File: config.mk
export PLATFORM = sky130hd
export DESIGN_NAME = regfile_dump
export DESIGN_NICKNAME = d
export VERILOG_FILES = /design/src/rtl/regfile_dump_pkg.sv /design/src/rtl/regfile_dump_higher_set.sv /design/src/rtl/regfile_dump.sv
export SDC_FILE = /design/constraint.sdc
export NUM_CORES = 1
export LEC_CHECK = 0
export BUFFER_PORTS_ARGS = -buffer_cell sky130_fd_sc_hd__buf_4
export CELL_PAD_IN_SITES_DETAIL_PLACEMENT = 0
export CELL_PAD_IN_SITES_GLOBAL_PLACEMENT = 1
export CORE_ASPECT_RATIO = 0.6
export CORE_MARGIN = 3
export CORE_UTILIZATION = 42
export DETAILED_ROUTE_END_ITERATION = 8
export PLACE_DENSITY = 0.93
export SETUP_SLACK_MARGIN = 0.02
export SLEW_MARGIN = 5
export SYNTH_ARGS = -nofsm -noshare
export SYNTH_HDL_FRONTEND = slang
export SYNTH_SLANG_ARGS = --single-unit
File: constraint.sdc
create_clock -name clk -period 4.65 [get_ports clk]
set_clock_uncertainty 0.2 [all_clocks]
set_input_delay 0.2325 -clock clk [delete_from_list [all_inputs] [get_ports clk]]
set_output_delay 0.2325 -clock clk [all_outputs]
set_load 0.05 [all_outputs]
File: src/rtl/regfile_dump_pkg.sv
// Shared types and sizes for the register-file dump engine.
package regfile_dump_pkg;

  localparam int unsigned NREG  = 8;
  localparam int unsigned IDX_W = 3;

  typedef enum logic [1:0] {IDLE, SCAN, SEND, FIN} dump_state_t;

endpackage

File: src/rtl/regfile_dump_higher_set.sv
// Flags whether any mask bit strictly above idx is set; a clear result marks the last word.
module regfile_dump_higher_set
  import regfile_dump_pkg::*;
(
  input  logic [NREG-1:0]  mask,
  input  logic [IDX_W-1:0] idx,
  output logic             any_above
);

  logic [NREG-1:0] above_mask;

  always_comb begin
    // 2<<idx minus one covers bits 0..idx; at idx=7 the shift overflows to zero, so nothing is above.
    above_mask = ~((NREG'(2) << idx) - NREG'(1));
    any_above  = |(mask & above_mask);
  end

endmodule

File: src/rtl/regfile_dump.sv
// Walks register indices 0..7, captures masked registers and streams them out over valid/ready.
module regfile_dump
  import regfile_dump_pkg::*;
#(
  parameter int unsigned W = 16
) (
  input  logic             clk,
  input  logic             reset,
  input  logic             start,
  input  logic             abort,
  input  logic [NREG-1:0]  mask,
  output logic [IDX_W-1:0] rd_sel,
  input  logic [W-1:0]     rd_data,
  output logic [W-1:0]     out_data,
  output logic [IDX_W-1:0] out_idx,
  output logic             out_last,
  output logic             out_valid,
  input  logic             out_ready,
  output logic             busy,
  output logic             done
);

  dump_state_t      state_q, state_d;
  logic [IDX_W-1:0] idx_q, idx_d;
  logic [NREG-1:0]  mask_q, mask_d;
  logic [W-1:0]     data_q, data_d;
  logic [IDX_W-1:0] oidx_q, oidx_d;
  logic             last_q, last_d;
  logic             any_above;

  regfile_dump_higher_set u_higher_set (
    .mask      (mask_q),
    .idx       (idx_q),
    .any_above (any_above)
  );

  always_ff @(posedge clk or negedge reset) begin
    if (!reset) begin
      state_q <= IDLE;
      idx_q   <= '0;
      mask_q  <= '0;
      data_q  <= '0;
      oidx_q  <= '0;
      last_q  <= 1'b0;
    end else begin
      state_q <= state_d;
      idx_q   <= idx_d;
      mask_q  <= mask_d;
      data_q  <= data_d;
      oidx_q  <= oidx_d;
      last_q  <= last_d;
    end
  end

  always_comb begin
    state_d = state_q;
    idx_d   = idx_q;
    mask_d  = mask_q;
    data_d  = data_q;
    oidx_d  = oidx_q;
    last_d  = last_q;
    unique case (state_q)
      IDLE: begin
        if (start && !abort) begin
          mask_d  = mask;
          idx_d   = '0;
          state_d = (mask == '0) ? FIN : SCAN;
        end
      end
      SCAN: begin
        if (mask_q[idx_q]) begin
          data_d  = rd_data;
          oidx_d  = idx_q;
          last_d  = ~any_above;
          state_d = SEND;
        end else begin
          idx_d = idx_q + 1'b1;
        end
      end
      SEND: begin
        if (out_ready) begin
          last_d = 1'b0;
          if (last_q) begin
            state_d = FIN;
          end else begin
            idx_d   = idx_q + 1'b1;
            state_d = SCAN;
          end
        end
      end
      FIN:     state_d = IDLE;
      default: state_d = IDLE;
    endcase
    // Abort overrides whatever the state decided; no done pulse follows.
    if (abort) begin
      state_d = IDLE;
      last_d  = 1'b0;
    end
  end

  assign rd_sel    = (state_q == SCAN) ? idx_q : '0;
  assign out_data  = data_q;
  assign out_idx   = oidx_q;
  assign out_last  = last_q;
  assign out_valid = (state_q == SEND);
  assign busy      = (state_q != IDLE);
  assign done      = (state_q == FIN);

endmodule

Word level (Yosys, flattened, before mapping)
Cells that the tools add are included.

Add/subtract/negate cells: 2. Order comparisons: 1. Eq/ne operators: 10. Shifts and indexed selects: 1. Multiplexer cells: 19. Bitwise operators: 3. Reductions and logical operators: 13.

Operator list (count): 2-to-1 mux 3 bit (5); 2-to-1 mux 2 bit (6); case mux 3 bit (3 select lines) (1); bitwise AND 8 bit (1); logical NOT 8 bit (1); NOT 8 bit (1); case mux 2 bit (4 select lines) (1); OR reduction 8 bit (1); << shifter 2 x 3 -> 8 bit (first input constant) (1); subtractor 8 x 2 -> 8 bit (second input constant) (1); inequality test 2 bit (second input constant) (3); inequality test 3 bit (second input constant) (2); AND reduction 3 bit (2); nonzero test 3 bit (2); AND reduction 5 bit (1); == test 2 bit (second input constant) (2); < comparator 3 x 4 -> 1 bit (second input constant) (1); 2-to-1 mux 1 bit (4); AND reduction 2 bit (2); adder 3 x 1 -> 3 bit (second input constant) (1); binary-select mux 1 bit (select 3 bit) (1); inequality test 3 x 2 -> 1 bit (second input constant) (1); == test 2 x 1 -> 1 bit (second input constant) (1); logical NOT 2 bit (1); 6 further kinds (6).

Register bits: 33. Input port bits: 29. Output and inout bits: 26. Word-level logic and storage cells: 55.

Logic depth before layout (Yosys ltp)
Gate-level depths: netlist of run 1.

Word-level depth: 9. Gate-level depth with buffers: 7. Gate-level depth less buffers: 7.

Hierarchy
Synthesis of run 1 repeated with hierarchy kept, for this count alone.

Cell total of the unflattened synthesis: 147. Area, all modules: 1796.7 um^2.

Modules (own cells, without submodules): regfile_dump (times used 1, cells each 122, area an instance 1620.3 um^2, sequential area each 825.8 um^2); regfile_dump_higher_set (times used 1, cells each 25, area an instance 176.4 um^2, sequential area each 0.0 um^2).

Worst setup path before layout of run 1
No wires, ideal clock.

Kind: reg-to-reg. From: register state_q[0]. To: register mask_q[0]. Setup time: 125 ps. Arrival time: 1819 ps. Data required time: 4325 ps. Path slack: 2506 ps. Stages on the path, launching flop included: 7. Buffers on the path: 1. Clock period less this slack: 2144 ps. Path through: dfrtp_1 -> inv_1 -> ha_1 -> inv_1 -> or2_2 -> clkbuf_1 -> mux2_2.

Cells in the longest elaborated chain, start to end: 2.

RTL lines: from (decl) (RTL line regfile_dump.sv:23) `dump_state_t state_q, state_d;`; from (signal assigned) (RTL line regfile_dump.sv:46) `state_q <= state_d;`; logical NOT 2 bit (RTL line regfile_dump.sv:62) `unique case (state_q)`; AND reduction 2 bit (no source line); to (signal assigned) (RTL line regfile_dump.sv:48) `mask_q <= mask_d;`; to (decl) (RTL line regfile_dump.sv:25) `logic [NREG-1:0] mask_q, mask_d;`.

Every way passes these cells. A chain may end at the register's enable or synchronous reset.

Worst setup path after layout of run 1
From: register idx_q[2]. To: register idx_q[1].

Cells in the longest elaborated chain, start to end: 4.

RTL lines: from (decl) (RTL line regfile_dump.sv:24) `logic [IDX_W-1:0] idx_q, idx_d;`; from (signal assigned) (RTL line regfile_dump.sv:47) `idx_q <= idx_d;`; binary-select mux 1 bit (select 3 bit) (RTL line regfile_dump.sv:71) `if (mask_q[idx_q]) begin`; 2-to-1 mux 1 bit (implied by the code) (RTL line regfile_dump.sv:71); inequality test 2 bit (no source line); AND reduction 5 bit (no source line).

Every way passes these cells. The select of a mux whose other input is x is not followed.

==> results of run 1 <==
-- logic make-up after synthesis --
kind of cell / after synthesis / share of synthesized area, %
AOI/OAI and AO/OA: 21 / 9.73
buffers and inverters: 12 / 3.65
xor gates and xnor gates: 2 / 1.00
adders and majority gates: 9 / 6.44
DFF: 33 / 47.2
muxes: 33 / 23.7
and+or+nand+nor: 26 / 8.23
-- per-layer routing --
layer / vias up / track usage (%) / wire (µm)
met5: - / 0 / 0
met4: 0 / 5.31 / 23
met3: 3 / 6.51 / 228
met2: 41 / 29.5 / 2050
met1: 658 / 24.8 / 2000
li1: 646 / - / -
-- registers in the layout, indices dropped and copies added (netlist names) --
name and cells:
idx_q 3, mask_q 8, out_data 16, out_idx 3, out_last 1, state_q 2
-- stage by stage --
step,power (mW),instances,hold WS [ns]
2_1_floorplan,1.38,136,-0.263
3_3_place_gp,1.64,234,-0.0143
3_5_place_dp,1.66,234,-0.00222
4_1_cts,1.97,267,0.102
5_1_grt,2.08,267,0.122
6_report,1.97,267,0.112
-- power by group through the flow --
stage                     Clock (mW)  Sequential [mW]  Combinational (mW)
after global placement             0            0.540                1.10
after global routing           0.298            0.572                1.21
final                          0.277            0.552                1.14
after detailed placement           0            0.549                1.12
after floorplan                    0            0.809               0.570
after CTS                      0.282            0.546                1.14
-- worst max-delay path by stage --
stage,startpoint,slack (ns),to,cells after the start
2_1_floorplan,state_q[0],2.51,mask_q[0],6
6_report,idx_q[2],2.39,idx_q[1],6
3_5_place_dp,idx_q[2],2.45,idx_q[1],6
5_1_grt,idx_q[2],2.24,idx_q[0],6
4_1_cts,idx_q[2],2.42,idx_q[0],6
3_3_place_gp,idx_q[2],2.53,state_q[1],5
-- what timing repair did --
action / in CTS / in global routing
hold buffers: 25 / 0
endpoints found under the setup margin: 0 / 0
hold endpoints to repair: 57 / 0
-- placed cells by master, fill, tap and decap left out, drive strengths merged --
master / count
buf: 55
dfrtp: 33
dlygate4sd3: 25
mux2: 25
ha: 9
inv: 8
nand2: 8
mux2i: 8
o21ai: 8
clkbuf: 7
nand2b: 3
a21oi: 3
a211oi: 3
nor2b: 3
and2: 3
o32ai: 2
nor4: 2
nor3: 2
nor2: 2
o21bai: 2
nand3: 1
or2: 1
nor4b: 1
o21ba: 1
xor2: 1
xnor2: 1
o2111ai: 1
a2111o: 1
bufinv: 1
-- critical path: cells and delay by family, from the launching register on --
kind	cells	cell delay, ns
buf+inv	1	0.34
mux	2	0.46
flops	1	0.60
simple gates	1	0.24
compound gates	2	0.28
-- area by class of cell --
type | count | area, µm² | share of cell area [%]
Clock buffer | 7 | 86.3 | 3.38
Sequential cell | 33 | 826 | 32.4
Timing Repair Buffer | 80 | 663 | 26.0
Multi-Input combinational cell | 91 | 858 | 33.6
Inverter | 8 | 30.0 | 1.18
Tap cell | 47 | 58.8 | 2.30
Clock inverter | 1 | 30.0 | 1.18
==> flow_metrics.env, run 1 <==
export IMPL_status="completed"
export IMPL_drc=0
export IMPL_grt_pass1_vias=1425
export IMPL_timing_rr_start="idx_q[2]"
export IMPL_gp_congestion=0.762
export IMPL_fin_crit_ns=2.26
export IMPL_finalSetupTns_ns=0
export IMPL_worstPathMaxFanout=23
export IMPL_sw_frac_of_total_pct=45.2
export IMPL_cpMaxStageDelayCell="dfrtp_1"
export IMPL_power_leakage_nw=1.23
export IMPL_cts_tree="yes"
export IMPL_die_y_um=56.0
export IMPL_worstMarginPinSlew_ns=0.424
export IMPL_arrival_ns=2.22
export IMPL_reg2reg_to="idx_q[1]"
export IMPL_clock_sinks=33
export IMPL_reg2reg_depth=6
export IMPL_die_area_um2=5000
export IMPL_ios=55
export IMPL_antenna_found_initial=0
export IMPL_area_growth_synth_to_final_pct=46.0
export IMPL_yosysWarnings=0
export IMPL_core_um2=3830
export IMPL_io_buffers=54
export IMPL_pwr_share_seq_pct=28.0
export IMPL_grt_remaining_overflow=0
export IMPL_slew_headroom_pct=71.8
export IMPL_yosys_area_top_type_share_pct=47.2
export IMPL_wl_per_cell_um=16.1
export IMPL_grt_start_max_net_pins=34
export IMPL_synthCells=136
export IMPL_grt_pass1_wl_mm=7.14
export IMPL_viasPerCell=5.05
export IMPL_dp_hpwl_mm=2.91
export IMPL_cts_root_buffer="clkbuf_8"
export IMPL_hp_start="abort"
export IMPL_synth_main_ff_cell="dfrtp_1"
export IMPL_p_switching_mw=0.889
export IMPL_diodes=0
export IMPL_synth_seq_area_share_pct=47.2
export IMPL_hold_class="primary input to flop"
export IMPL_clk_latency_ns=0.28
export IMPL_num_vias=1348
export IMPL_final_max_slew_viol_count=0
export IMPL_die_w_um=89.3
export IMPL_num_rows=17
export IMPL_crit_chain="mux2i_1 -> o32ai_2 -> o21ai_2 -> buf_4 -> nand3_1 -> mux2i_1"
export IMPL_grt_util_all_layers_pct=18.9
export IMPL_p_int_mw=1.08
export IMPL_hold_violations=0
export IMPL_critPathMostFrequentCell="mux2i_1"
export IMPL_crit_required_ns=4.61
export IMPL_place_area_um2=2190
export IMPL_yosysUniqueCellTypes=32
export IMPL_cts_buffers=5
export IMPL_routed_wl_mm=4.31
export IMPL_dp_slack_ns=2.45
export IMPL_power_frac_comb_pct=57.9
export IMPL_start_util_pct=45.7
export IMPL_yosysMostFrequentCell="dfrtp_1"
export IMPL_first_iter_violations=82
export IMPL_detail_route_antenna_nets=0
export IMPL_cts_setup_buffers=0
export IMPL_ys_ff_latch=33
export IMPL_power_density_nw_per_um2=771
export IMPL_avgSynthCellArea_um2=12.9
export IMPL_synthTopCellsByArea="dfrtp_1 47%, mux2_4 12%, mux2_2 7.1%"
export IMPL_fin_nets=257
export IMPL_p_clk_share_pct=14.1
export IMPL_holdPathEnd="state_q[0]"
export IMPL_yosys_top_cells_count="33 x dfrtp_1, 14 x mux2_4, 11 x mux2_2, 9 x ha_1"
export IMPL_rsz0062_at_grt="false"
export IMPL_drtPass1Iterations=4
export IMPL_critPathMaxStageDelay_ns=0.60
export IMPL_yosysTopAreaCell="dfrtp_1"
export IMPL_cts_buffer_depth=2
export IMPL_syn_area_um2=1750
export IMPL_crit_type="flop to flop"
export IMPL_final_layout_size_suffix_gt1_share_pct=43.2
export IMPL_max_freq_mhz=443
export IMPL_r2r_slack_ns=2.39
export IMPL_setup_slack_ns=2.39
export IMPL_synthesis_nets=174
export IMPL_final_setup_viol_count=0
export IMPL_final_core_util_pct=66.7
export IMPL_clk_pin_slew_ns=0.07
export IMPL_maxCapViolations=0
export IMPL_critPathCaptureType="flop"
export IMPL_finalCritPeriodShare_pct=48.6
export IMPL_fin_area_um2=2550
export IMPL_ctsResizeCount=0
export IMPL_ys_async_sr_fraction_pct=100
export IMPL_holdPathStages=3
export IMPL_n_fill_cell=283
export IMPL_vdd_drop_max_mv=0.346
export IMPL_startpoint_type="flop"
export IMPL_synth_edf_count=0
export IMPL_htreeDepth=2
Power figures use the tool's default switching activity.
==> run 2, diff against run 1 <==
--- a/config.mk
+++ b/config.mk
@@ -5,14 +5,15 @@
 export SDC_FILE = /design/constraint.sdc
 export NUM_CORES = 1
 export LEC_CHECK = 0
+export ABC_AREA = 1
 export BUFFER_PORTS_ARGS = -buffer_cell sky130_fd_sc_hd__buf_4
 export CELL_PAD_IN_SITES_DETAIL_PLACEMENT = 0
 export CELL_PAD_IN_SITES_GLOBAL_PLACEMENT = 1
 export CORE_ASPECT_RATIO = 0.6
 export CORE_MARGIN = 3
-export CORE_UTILIZATION = 42
+export CORE_UTILIZATION = 36
 export DETAILED_ROUTE_END_ITERATION = 8
-export PLACE_DENSITY = 0.93
+export PLACE_DENSITY = 0.89
 export SETUP_SLACK_MARGIN = 0.02
 export SLEW_MARGIN = 5
 export SYNTH_ARGS = -nofsm -noshare
==> constraint.sdc (replaced) <==
create_clock -name clk -period 2.2 [get_ports clk]
set_clock_uncertainty 0.2 [all_clocks]
set_input_delay 0.11 -clock clk [delete_from_list [all_inputs] [get_ports clk]]
set_output_delay 0.11 -clock clk [all_outputs]
set_load 0.05 [all_outputs]
==> flow_metrics.env, run 2 <==
export IMPL_status="completed"
export IMPL_hold_class="primary input to async pin"
export IMPL_clock_sinks=33
export IMPL_synthTopCellsByArea="dfrtp_1 45%, nand2_1 17%, nand3_1 8.0%"
export IMPL_synth_top_family_by_area="simple AND/OR/NAND/NOR gates"
export IMPL_slew_headroom_pct=66.3
export IMPL_avgSynthCellArea_um2=7.68
export IMPL_sw_frac_of_total_pct=49.5
export IMPL_mostFrequentLayoutCells="83 x nand2_1, 55 x buf_4, 33 x dfrtp_1"
export IMPL_core_um2=4730
export IMPL_drtPass1Iterations=4
export IMPL_rsz0062_at_grt="false"
export IMPL_routed_wl_mm=4.62
export IMPL_area_growth_synth_to_final_pct=46.0
export IMPL_power_density_nw_per_um2=1450
export IMPL_maxCapViolations=0
export IMPL_arrival_ns=1.66
export IMPL_power_leakage_nw=1.45
export IMPL_clk_pin_slew_ns=0.07
export IMPL_synth_xor_xnor_area_share_pct=0
export IMPL_final_core_util_pct=56.2
export IMPL_final_max_slew_viol_count=0
export IMPL_pwr_share_seq_pct=27.8
export IMPL_yosysWarnings=0
export IMPL_wl_per_cell_um=12.1
export IMPL_ios=55
export IMPL_grt_remaining_overflow=0
export IMPL_clk_latency_ns=0.28
export IMPL_cts_setup_buffers=0
export IMPL_final_setup_viol_count=0
export IMPL_cts_root_buffer="clkbuf_8"
export IMPL_synth_mux_area_share_pct=0
export IMPL_start_util_pct=38.5
export IMPL_num_rows=19
export IMPL_vdd_drop_max_mv=0.677
export IMPL_viasPerCell=4.61
export IMPL_diodes=0
export IMPL_die_w_um=97.8
export IMPL_io_buffers=54
export IMPL_ys_ff_latch=33
export IMPL_ctsResizeCount=0
export IMPL_final_common_cell="nand2_1"
export IMPL_crit_type="flop to output pin"
export IMPL_detail_route_antenna_nets=0
export IMPL_yosys_area_top_type_share_pct=45.4
export IMPL_die_y_um=61.1
export IMPL_yosys_top_cells_count="83 x nand2_1, 33 x dfrtp_1, 29 x nand3_1, 28 x inv_1, 17 x nor2_1"
export IMPL_crit_required_ns=1.89
export IMPL_fin_crit_ns=1.97
export IMPL_p_int_mw=1.94
export IMPL_dp_hpwl_mm=3.23
export IMPL_synthCells=237
export IMPL_grt_start_max_net_pins=34
export IMPL_finalPower_mw=3.85
export IMPL_num_vias=1766
export IMPL_synth_seq_area_share_pct=45.4
export IMPL_die_area_um2=5970
export IMPL_worstPathMaxFanout=15
export IMPL_synth_compound_area_share_pct=6.94
export IMPL_first_iter_violations=85
export IMPL_largest_reg_flops=16
export IMPL_synth_main_ff_cell="dfrtp_1"
export IMPL_grt_pass1_vias=1596
export IMPL_drc=0
export IMPL_startpoint_type="flop"
export IMPL_p_switching_mw=1.91
export IMPL_yosysMostFrequentCell="nand2_1"
export IMPL_syn_area_um2=1820
export IMPL_finalCritPeriodShare_pct=89.4
export IMPL_cts_buffer_depth=2
export IMPL_ys_async_sr_fraction_pct=100
export IMPL_yosysUniqueCellTypes=25
export IMPL_synth_edf_count=0
export IMPL_power_frac_comb_pct=56.6
export IMPL_synthesis_nets=275
export IMPL_critPathCaptureType="output pin"
export IMPL_hold_violations=0
export IMPL_p_clk_share_pct=15.6
export IMPL_yosysTopAreaCell="dfrtp_1"
export IMPL_fin_nets=357
export IMPL_final_layout_size_suffix_gt1_share_pct=22.2
export IMPL_grt_pass1_wl_mm=7.63
export IMPL_reg2reg_depth=10
export IMPL_gp_congestion=0.812
export IMPL_grt_util_all_layers_pct=16.0
export IMPL_cts_tree="yes"
export IMPL_finalSetupTns_ns=0
export IMPL_antenna_found_initial=0
export IMPL_max_freq_mhz=509
export IMPL_cts_buffers=5
export IMPL_synthAdderAreaFrac_pct=6.19
export IMPL_htreeDepth=2
export IMPL_synthSimpleGateAreaFrac_pct=32.2
export IMPL_worstMarginPinSlew_ns=0.504
## run 2: changes by cell type after synthesis, sizes merged, moves of 4 or more
cell	previous run	this run
inv	8	31
nor2	2	17
o21ai	8	12
nand2	8	86
nand3	1	29
mux2	25	0
mux2i	8	0
## run 2: worst max-delay path, cell delays in order (launching register included)
cell     delay, ns
dfrtp_1       0.41
inv_1         0.09
ha_1          0.34
buf_12        0.20
nand2_1       0.07
inv_1         0.07
buf_4         0.19
## run 2: power by group through the flow
stage / combinational (mW) / sequential, mW / clock (mW)
floorplan: 1.03 / 1.61 / 0
CTS: 2.19 / 1.07 / 0.606
detailed placement: 2.15 / 1.08 / 0
finish: 2.18 / 1.07 / 0.600
global route: 2.39 / 1.10 / 0.638
global placement: 2.13 / 1.07 / 0
## run 2: cell type report
cell class / count / area, µm²
clock buffers: 7 / 86.3
clock inverters: 1 / 30.0
fillers: 443 / 2070
inverters: 31 / 119
multi-input cells: 166 / 826
flip-flops and latches: 33 / 826
well taps: 63 / 78.8
repair buffers: 82 / 693
## run 2: layer usage
metal | global-route usage (%) | share of wire (%)
met1 | 24.3 | 52
met4 | 4.34 | 0.78
met5 | 0 | 0
met2 | 23.4 | 43
met3 | 3.28 | 4.3
## run 2: timing repair
item	4_1_cts	5_1_grt
hold endpoints to repair	58	0
endpoints found under the setup margin	0	0
hold buffers	26	0
## run 2: through the flow
step / area [µm²] / hold slack (ns) / cells / setup slack [ns]
final: 2660 / 0.105 / 383 / 0.234
after global routing: 2660 / 0.145 / 383 / 0.140
after CTS: 2660 / 0.116 / 383 / 0.226
after detailed placement: 2280 / -0.121 / 349 / 0.374
after global placement: 2280 / -0.125 / 349 / 0.351
after floorplan: 1820 / -0.386 / 237 / 0.164
## run 2: final timing paths
check / startpoint / end / slack (ns)
max in group asynchronous: reset / out_data[1] / 1.39
max: state_q[1] / rd_sel[0] / 0.23
min reg2reg: out_data[11] / out_data[11] / 0.27
min: reset / out_data[13] / 0.10
max reg2reg: idx_q[1] / idx_q[1] / 0.35
min in group clk: start / state_q[1] / 0.13
## run 2: kinds of logic (layout without fill, tap and decap cells)
logic type,count (synthesis),count (layout)
AND/OR/NAND/NOR,135,135
adder cells (fa/ha/maj),9,9
flip-flops,33,33
AO/OA/AOI/OAI,22,22
buffers and inverters,38,121
==> run 3, diff against run 2 <==
--- a/config.mk
+++ b/config.mk
@@ -9,11 +9,11 @@
 export BUFFER_PORTS_ARGS = -buffer_cell sky130_fd_sc_hd__buf_4
 export CELL_PAD_IN_SITES_DETAIL_PLACEMENT = 0
 export CELL_PAD_IN_SITES_GLOBAL_PLACEMENT = 1
-export CORE_ASPECT_RATIO = 0.6
+export CORE_ASPECT_RATIO = 0.7
 export CORE_MARGIN = 3
-export CORE_UTILIZATION = 36
+export CORE_UTILIZATION = 30
 export DETAILED_ROUTE_END_ITERATION = 8
-export PLACE_DENSITY = 0.89
+export PLACE_DENSITY = 0.77
 export SETUP_SLACK_MARGIN = 0.02
 export SLEW_MARGIN = 5
 export SYNTH_ARGS = -nofsm -noshare
==> flow_metrics.env, run 3 (same netlist as run 2, synthesis figures left out) <==
export IMPL_status="completed"
export IMPL_hold_violations=0
export IMPL_clk_latency_ns=0.28
export IMPL_rsz0062_at_grt="false"
export IMPL_gp_congestion=0.785
export IMPL_crit_family="buffers and inverters"
export IMPL_slew_headroom_pct=66.9
export IMPL_die_w_um=99.1
export IMPL_area_growth_synth_to_final_pct=45.0
export IMPL_worstPathMaxFanout=15
export IMPL_cpMaxStageDelayCell="dfrtp_1"
export IMPL_die_y_um=71.2
export IMPL_final_common_cell="nand2_1"
export IMPL_reg2reg_to="out_last"
export IMPL_fin_crit_ns=1.96
export IMPL_wl_per_cell_um=11.5
export IMPL_maxCapViolations=0
export IMPL_dp_hpwl_mm=3.28
export IMPL_crit_path_end="rd_sel[2]"
export IMPL_crit_required_ns=1.89
export IMPL_worstMarginPinSlew_ns=0.494
export IMPL_reg2reg_depth=9
export IMPL_crit_type="flop to output pin"
export IMPL_setup_slack_ns=0.239
export IMPL_ios=55
export IMPL_critPathMaxStageDelay_ns=0.43
export IMPL_vdd_drop_max_mv=0.531
export IMPL_grt_util_all_layers_pct=13.7
export IMPL_grt_pass1_wl_mm=7.87
export IMPL_power_leakage_nw=1.44
export IMPL_crit_start="state_q[1]"
export IMPL_diodes=0
export IMPL_critPathMostFrequentCell="inv_1"
export IMPL_cp_depth=6
export IMPL_hold_class="primary input to async pin"
export IMPL_crit_buf_inv=4
export IMPL_drc=0
export IMPL_start_util_pct=31.5
export IMPL_grt_pass1_vias=1694
export IMPL_ctsResizeCount=0
export IMPL_htreeDepth=2
export IMPL_first_iter_violations=73
export IMPL_num_rows=23
export IMPL_cts_tree="yes"
export IMPL_finalSetupTns_ns=0
export IMPL_num_vias=1745
export IMPL_n_fill_cell=596
export IMPL_final_max_slew_viol_count=0
export IMPL_finalCritPeriodShare_pct=89.1
export IMPL_die_area_um2=7050
export IMPL_cts_root_buffer="clkbuf_8"
export IMPL_crit_chain="inv_1 -> ha_1 -> buf_12 -> nand2_1 -> inv_1 -> buf_4"
export IMPL_grt_remaining_overflow=0
export IMPL_clock_sinks=33
export IMPL_multi_input_comb_area_um2=826
export IMPL_cts_setup_buffers=0
export IMPL_seq_area_um2=826
export IMPL_final_setup_viol_count=0
export IMPL_grt_start_max_net_pins=34
export IMPL_final_layout_size_suffix_gt1_share_pct=22.2
export IMPL_dp_slack_ns=0.335
export IMPL_arrival_ns=1.65
export IMPL_routed_wl_mm=4.55
export IMPL_critPathCaptureType="output pin"
export IMPL_clk_pin_slew_ns=0.07
export IMPL_viasPerCell=4.42
export IMPL_largest_reg_flops=16
export IMPL_detail_route_antenna_nets=0
export IMPL_startpoint_type="flop"
export IMPL_drtPass1Iterations=4
export IMPL_max_freq_mhz=510
export IMPL_timing_rr_start="idx_q[0]"
export IMPL_cts_buffers=5
export IMPL_fin_nets=357
export IMPL_core_um2=5780
export IMPL_cts_buffer_depth=2
export IMPL_r2r_slack_ns=0.33
export IMPL_mostFrequentLayoutCells="83 x nand2_1, 55 x buf_4, 33 x dfrtp_1"
export IMPL_power_density_nw_per_um2=1390
export IMPL_io_buffers=54
export IMPL_antenna_found_initial=0
## run 3: cell type report
class	instances	area share, %
multi-input cells	166	31.3
repair buffers	82	26.3
flip-flops and latches	33	31.3
well taps	75	3.55
clock inverters	2	0.379
inverters	31	4.50
clock buffers	6	2.75
## run 3: report_power, final
group | leakage, nW | internal (mW) | switching (mW) | total (mW)
Combinational | 0.977 | 0.700 | 1.46 | 2.16
Clock | 0.0450 | 0.219 | 0.223 | 0.442
Sequential | 0.415 | 0.873 | 0.196 | 1.07
Total | 1.44 | 1.79 | 1.88 | 3.67
## run 3: metal layers
layer,part of all wire [%],vias to the layer above,GRT usage (%)
met5,0,-,0
li1,-,905,-
met2,44,33,20.3
met4,0.79,0,3.64
met1,51,803,20.0
met3,4.0,4,3.35
## run 3: worst min-delay path by stage
| stage | startpoint | end | slack (ns) | depth (start not counted) |
|---|---|---|---|---|
| after detailed placement | reset | out_data[8] | -0.11 | 1 |
| final | reset | out_data[8] | 0.12 | 2 |
| after CTS | reset | out_data[6] | 0.13 | 2 |
| after global placement | reset | out_data[13] | -0.12 | 1 |
| after floorplan | reset | idx_q[0] | -0.39 | 0 |
| after global routing | reset | out_data[8] | 0.15 | 2 |
## run 3: timing repair
item                                    in CTS  in global routing
endpoints found under the setup margin       0                  0
hold buffers                                26                  0
hold endpoints to repair                    58                  0
## run 3: through the flow
| step | hold slack, ns | instances | instance area (µm²) | total power [mW] | utilization [%] |
|---|---|---|---|---|---|
| detailed placement | -0.115 | 361 | 2300 | 3.23 | 39.7 |
| global placement | -0.116 | 361 | 2300 | 3.22 | 39.7 |
| global route | 0.153 | 395 | 2640 | 3.97 | 45.6 |
| floorplan | -0.386 | 237 | 1820 | 2.64 | - |
| finish | 0.121 | 395 | 2640 | 3.67 | 45.6 |
| CTS | 0.131 | 395 | 2640 | 3.73 | 45.6 |
